File: src/rtl/mul16_arb.sv
// mul16_arb: shares one signed 16x16 multiplier among NREQ requesters over valid/ready channels.
// Define MUL16_ARB_RR_EN for round-robin arbitration; otherwise fixed priority (lowest index wins).
module mul16_arb #(
   parameter int NREQ = 4,
   parameter int ID_W = 2
) (
   input  logic                 clk,
   input  logic                 rst,
   input  logic [NREQ-1:0]      req_valid,
   output logic [NREQ-1:0]      req_ready,
   input  logic [NREQ*16-1:0]   req_a,
   input  logic [NREQ*16-1:0]   req_b,
   output logic                 resp_valid,
   input  logic                 resp_ready,
   output logic [31:0]          resp_data,
   output logic [ID_W-1:0]      resp_id
);

   typedef enum logic [1:0] {IDLE, MUL, HOLD} state_t;

   state_t          state, state_nxt;
   logic [15:0]     a_r, b_r;
   logic [ID_W-1:0] id_r, last_g, gnt_idx;
   logic [15:0]     sel_a, sel_b;
   logic            gnt_any, grant_ok, take;
   logic [31:0]     mul_p;

   // NOTE: every variable written in an always_comb gets a default first, so no path leaves it
   // holding its old value (which would infer a latch).
   always_comb begin
      gnt_any = 1'b0;
      gnt_idx = '0;
      sel_a   = '0;
      sel_b   = '0;
      for (int k = 0; k < NREQ; k++) begin
         int j;
`ifdef MUL16_ARB_RR_EN
         j = (int'(last_g) + 1 + k) % NREQ;
`else
         j = k;
`endif
         if (!gnt_any && req_valid[j]) begin
            gnt_any = 1'b1;
            gnt_idx = ID_W'(j);
            sel_a   = req_a[16*j +: 16];
            sel_b   = req_b[16*j +: 16];
         end
      end
   end

`ifndef MUL16_ARB_RR_EN
   // The pointer is still maintained in the fixed-priority build; only the search ignores it.
   logic unused_last_g;
   assign unused_last_g = ^last_g;
`endif

   // A new grant is possible from IDLE, or from HOLD in the same cycle the result is consumed.
   always_comb begin
      state_nxt = state;
      grant_ok  = 1'b0;
      case (state)
         IDLE: begin
            grant_ok = 1'b1;
            if (gnt_any) state_nxt = MUL;
         end
         MUL:  state_nxt = HOLD;
         HOLD: begin
            if (resp_ready) begin
               grant_ok  = 1'b1;
               state_nxt = gnt_any ? MUL : IDLE;
            end
         end
         default: state_nxt = IDLE;
      endcase
   end

   assign take = grant_ok && gnt_any && !rst;

   always_comb begin
      req_ready = '0;
      if (take) req_ready[gnt_idx] = 1'b1;
   end

   assign resp_valid = (state == HOLD);

   // Operands are sign-extended to the full product width, so the low 32 bits are the exact result.
   assign mul_p = $signed({{16{a_r[15]}}, a_r}) * $signed({{16{b_r[15]}}, b_r});

   // NOTE: sequential state uses non-blocking assignments only, so every register samples the
   // pre-edge values regardless of statement order. All registers are reset; there is no memory here.
   always_ff @(posedge clk) begin
      if (rst) begin
         state     <= IDLE;
         a_r       <= '0;
         b_r       <= '0;
         id_r      <= '0;
         last_g    <= ID_W'(NREQ - 1);
         resp_data <= '0;
         resp_id   <= '0;
      end else begin
         state <= state_nxt;
         if (take) begin
            a_r    <= sel_a;
            b_r    <= sel_b;
            id_r   <= gnt_idx;
            last_g <= gnt_idx;
         end
         if (state == MUL) begin
            resp_data <= mul_p;
            resp_id   <= id_r;
         end
      end
   end

endmodule

File: config.mk
export PLATFORM = sky130hd
export DESIGN_NAME = mul16_arb
export DESIGN_NICKNAME = d
export VERILOG_FILES = /design/src/rtl/mul16_arb.sv
export SDC_FILE = /design/constraint.sdc
export NUM_CORES = 1
export LEC_CHECK = 0
export CAP_MARGIN = 10
export CELL_PAD_IN_SITES_DETAIL_PLACEMENT = 0
export CELL_PAD_IN_SITES_GLOBAL_PLACEMENT = 2
export CORE_ASPECT_RATIO = 0.75
export CORE_MARGIN = 4
export CORE_UTILIZATION = 32
export CTS_CLUSTER_DIAMETER = 80
export DETAILED_ROUTE_END_ITERATION = 16
export GPL_TIMING_DRIVEN = 0
export PLACE_DENSITY = 0.78
export SYNTH_ARGS = -nofsm -noshare
export SYNTH_HDL_FRONTEND = slang
export SYNTH_SLANG_ARGS = --single-unit
File: constraint.sdc
create_clock -name clk -period 7.5 [get_ports clk]
set_input_delay 1.5 -clock clk [delete_from_list [all_inputs] [get_ports clk]]
set_output_delay 1.5 -clock clk [all_outputs]
set_load 0.005 [all_outputs]
* Word-level counts from Yosys, hierarchy flattened
Index checks and enable logic that the tools add are counted.
** Storage, ports and cells
- Flip-flop bits (word level) :: 70
- Logic and storage cells :: 49
** Operators by class
- $mul :: 1
- $lt $le $gt $ge :: 2
- Equality and inequality tests :: 4
- Mux-type cells :: 24
- Reductions and logical operators :: 12
** Operators with widths (number)
- two-way mux 16 bit :: 8
- multiplier 16 x 16 -> 32 bit :: 1
- two-way mux 1 bit :: 8
- two-way mux 2 bit :: 4
- logical AND 1 bit :: 6
- one-hot mux 2 bit (3 select lines) :: 1
- logical NOT 1 bit :: 4
- two-way mux 4 bit :: 1
- less-than comparator 2 x 3 -> 1 bit, second input constant :: 1
- demux 1 bit (select 2 bit) :: 1
- equality test 2 x 1 -> 1 bit, second input constant :: 1
- equality test 2 bit, second input constant :: 1
- >= comparator 2 x 1 -> 1 bit, second input constant :: 1
- logical NOT 2 bit :: 1
- inequality test 2 x 1 -> 1 bit, second input constant :: 1
- inequality test 2 bit, second input constant :: 1
- one-hot mux 1 bit (2 select lines) :: 1
- AND reduction 2 bit :: 1

* Logic depth before layout (Yosys ltp)
- Word-level depth :: 15
- Depth in mapped cells :: 24
- Gate-level depth less buffers :: 21

* Worst setup path after synthesis
No wires, ideal clock.
- Kind :: register to register
- Start point :: reg a_r[15]
- End point :: reg resp_data[28]
- Setup time :: 0.120 ns
- Data arrival time :: 5.838 ns
- Path slack :: 1.543 ns
- Cell stages (with the launch flop) :: 20
- Path buffers :: 1
- Cell sequence :: dfxtp_1 > clkbuf_1 > nand2_1 > inv_1 > fa_1 > fa_1 > fa_1 > fa_1 > fa_1 > inv_1 > fa_1 > inv_1 > ha_1 > nand2_1 > nor2_1 > and4_1 > nand4_1 > and2_2 > o211a_1 > a211o_1
** Between the ends
- Longest elaborated chain between the ends :: 1
** RTL lines
- start, declared :: line 22 : logic [15:0] a_r, b_r;
- start signal, assigned :: line 103 : a_r <= sel_a;
- multiplier 16 x 16 -> 32 bit :: line 87 : assign mul_p = $signed({{16{a_r[15]}}, a_r}) * $signed({{16{b_r[15]}}, b_r});
- end signal, assigned :: line 109 : resp_data <= mul_p;
- end, declared :: line 15 : output logic [31:0] resp_data,
Every way passes these cells.
A chain may end at the register's enable or synchronous reset.

* Worst setup path in the final report
- Start point :: reg a_r[15]
- End point :: reg resp_data[30]
The elaborated chain is that of the path after synthesis.

==> run_results.csv <==
group,metric,value,unit
status,status,"finished, final reports clean",
cts,root_buffer,"clkbuf_16",
die,dieHeight,182.8,µm
cts,cts_buffers,9,
global_route,grt_usage,20.98,%
synth,yosysTopAreaCellShare,40.24,%
worst_setup_path,critPathMaxFanout,10,
worst_setup_path,crit_top_cell,"fa_1",
pwr,peakVddDrop,0.2456,mV
cts,cts.sinks,70,
synth,synth_flop_cell,"dfxtp_1",
sta,tightest_slew,0.9337,ns
detailed_routing,via_per_inst,4.987,
worst_setup_path,critPathLaunchType,"flip-flop",
sta,period_minus_slack,7.107,ns
worst_setup_path,crit_path_end_kind,"flip-flop",
die,core_area,39890,µm²
synth,yosysMostFrequentCell,"inv_1",
sta,max_freq,0.1407,GHz
synth,ys_types,53,
synth,synth-edff-count,0,
global_route,grt_remaining_overflow,0,
sta,slew_viol_final,0,
die,die-area,44060,µm²
sta,fin_crit_sh,94.76,%
synth,syn_nets,1959,
sta,max_slew_margin,37.76,%
global_route,grt_max_degree,13,
run,drv_cap,0,
synth,synth.cell_area,13030,µm²
synth,ys_top_cells_by_area,"fa_1, dfxtp_1, inv_1",
sta,final.setup_skew,0.01589,ns
layout,area_delta_synth_final,20.36,%
layout,fin_util,39.33,%
detailed_routing,drt-pass1-iter-count,7,
layout,num_antenna_cells,0,
cts,clockBufferDepth,2,
die,rows,63,
sta,hold_violations,0,
synth,synthTopCellsByCount,"inv_1, fa_1, nand2_1",
pwr,cellPowerDensity,239.6,nW/µm²
min_path,hold_class,"flip-flop to flip-flop",
synth,ys_ff_latch,70,
synth,postSynth.asyncResetShare,0,%
worst_setup_path,cp_top_family,"adder cells",
sta,rsz0062_at_grt,"no",
detailed_routing,via_count,10900,
cts,htreeDepth,3,
synth,synth.yosys.seq_area_share,10.75,%
sta,setup_viol,0,
cts,worstSkewPairLatency,0.37,ns
global_route,grt_pass1_vias,11450,
worst_setup_path,arrival,7.36,ns
placement,io_buffers,171,
global_route,antenna_found_initial,0,
synth,yosys_warnings,0,
cts,clkTransAtPathRegs,0.07,ns
cts,cts_tree,"done",
detailed_routing,drtIter0Drc,692,
pwr,fin_total_pwr,3758,µW
detailed_routing,ant_nets,0,
die,io_pins,174,
synth,syn_inst,1480,
detailed_routing,wire_per_inst,20.74,µm
pwr,leakage,0.007297,µW
placement,place.gp.congestion,0.8829,
detailed_routing,remaining_drc_errors,0,
worst_setup_path,path_class,"flip-flop to flip-flop",
synth,yosysTopAreaCell,"fa_1",
worst_setup_path,critPathSlowestCell,"fa_2",
worst_setup_path,cp_num_buf_inv,4,
synth,synth.avg_cell_area,8.807,µm²
worst_setup_path,critPathRequiredTime,7.75,ns
die,die_w,241.0,µm
global_route,grt_pass1_wl,69810,µm
placement,dpl.hpwl,38480,µm
detailed_routing,finalWirelength,45330,µm
die,start_util,32.68,%
worst_setup_path,worstPathCellList,"clkbuf_1 > nand2_1 > inv_1 > fa_1 > fa_2 > fa_1 > fa_1 > fa_1 > inv_1 > fa_1 > inv_1 > ha_1 > nand2_1 > nor2_1 > and4_1 > nand4_1 > and2_2 > o211a_1 > a211o_1",
layout,nets,2141,
cts,hold_buffers,0,
layout,drive_above_1_share,2.041,%
worst_setup_path,slowest_delay,0.85,ns
sta,tns,0,ns
[through the flow]
stage	hold WS [ns]	cell area [µm²]	setup slack, ns	std cells
after global routing	0.4676	15690	0.01466	2186
after floorplan	0.4322	13030	1.543	1480
after detailed placement	0.4454	15400	0.2521	2171
after CTS	0.4522	15690	0.2665	2186
final	0.4527	15690	0.3934	2186
after global placement	0.4393	15400	0.2962	2171
[path summary, 6_finish.rpt]
check / start / to / slack, ns / cells past startpoint
worst min-delay path: resp_data[11]$_SDFFE_PP0N_ / resp_data[11]$_SDFFE_PP0N_ / 0.45 / 2
worst min register to register: resp_data[11]$_SDFFE_PP0N_ / resp_data[11]$_SDFFE_PP0N_ / 0.45 / 2
worst max register to register: a_r[15]$_SDFFE_PP0P_ / resp_data[30]$_SDFFE_PP0N_ / 0.39 / 19
worst max-delay path: a_r[15]$_SDFFE_PP0P_ / resp_data[30]$_SDFFE_PP0N_ / 0.39 / 19
[routing by layer]
layer	vias to the layer above	wire length [µm]	global-route usage (%)
met5	-	0	0
met1	5603	20860	29.93
met3	45	2107	3.367
met2	250	21230	33.61
met4	0	1133	5.185
li1	5003	-	-
[sequential cells by signal, indices dropped and copies added, names as in the netlist]
name,cells
resp_id,2
resp_data,32
id_r,2
b_r,16
state,2
a_r,16
[cells in the final DEF, fill, tap and decap left out, types with 8 or more instances in the layout]
cell type        synthesis  layout
inv_1                  287     287
a22oi_1                 32      32
nand2b_1                 8       8
nand3b_1                11      11
a221oi_1                32      32
a21oi_1                 45      45
nor2_1                  98      98
nor3_1                  12      12
o21ai_0                 25      25
a211oi_1                39      39
dfxtp_1                 70      70
fa_1                   262     261
ha_1                    82      82
clkdlybuf4s50_1          0     171
xnor2_1                 20      20
clkbuf_16                0       9
nand2_1                165     165
clkbuf_1                75      75
and2_1                 125     125
[tightest hold or removal path, cell delays in order (launching register included)]
cell and delay (ns):
dfxtp_1 0.31, nand2_1 0.05, a21oi_1 0.05
[cell type report]
type	count	area (µm²)
plain buffers	80	302.8
clock buffers	9	225.2
clock inverters	6	63.81
fillers	4120	24200
inverters	287	1077
multi-input cells	1043	10250
flip-flops and latches	70	1401
well taps	520	650.6
repair buffers	171	1712
[report_power, final]
| part | internal, µW | switching [µW] | total (µW) |
|---|---|---|---|
| sequential | 434 | 83.9 | 518 |
| clock | 255 | 187 | 442 |
| combinational | 1180 | 1620 | 2800 |
[logic make-up (layout without fill, tap and decap cells)]
kind of cell,count (synthesis),after routing,synth area share [%]
DFF,70,70,10.75
AOI/OAI and AO/OA,218,218,11.86
adders and majority gates,344,344,48.11
xor gates and xnor gates,22,22,1.478
buffers and inverters,367,553,10.59
and+or+nand+nor,459,459,17.21
[what timing repair did]
action	CTS	global route
setup endpoints to repair	0	4
buffers inserted	0	0
gates resized for setup	0	1
Note: power is estimated with default switching activity, not from simulation.
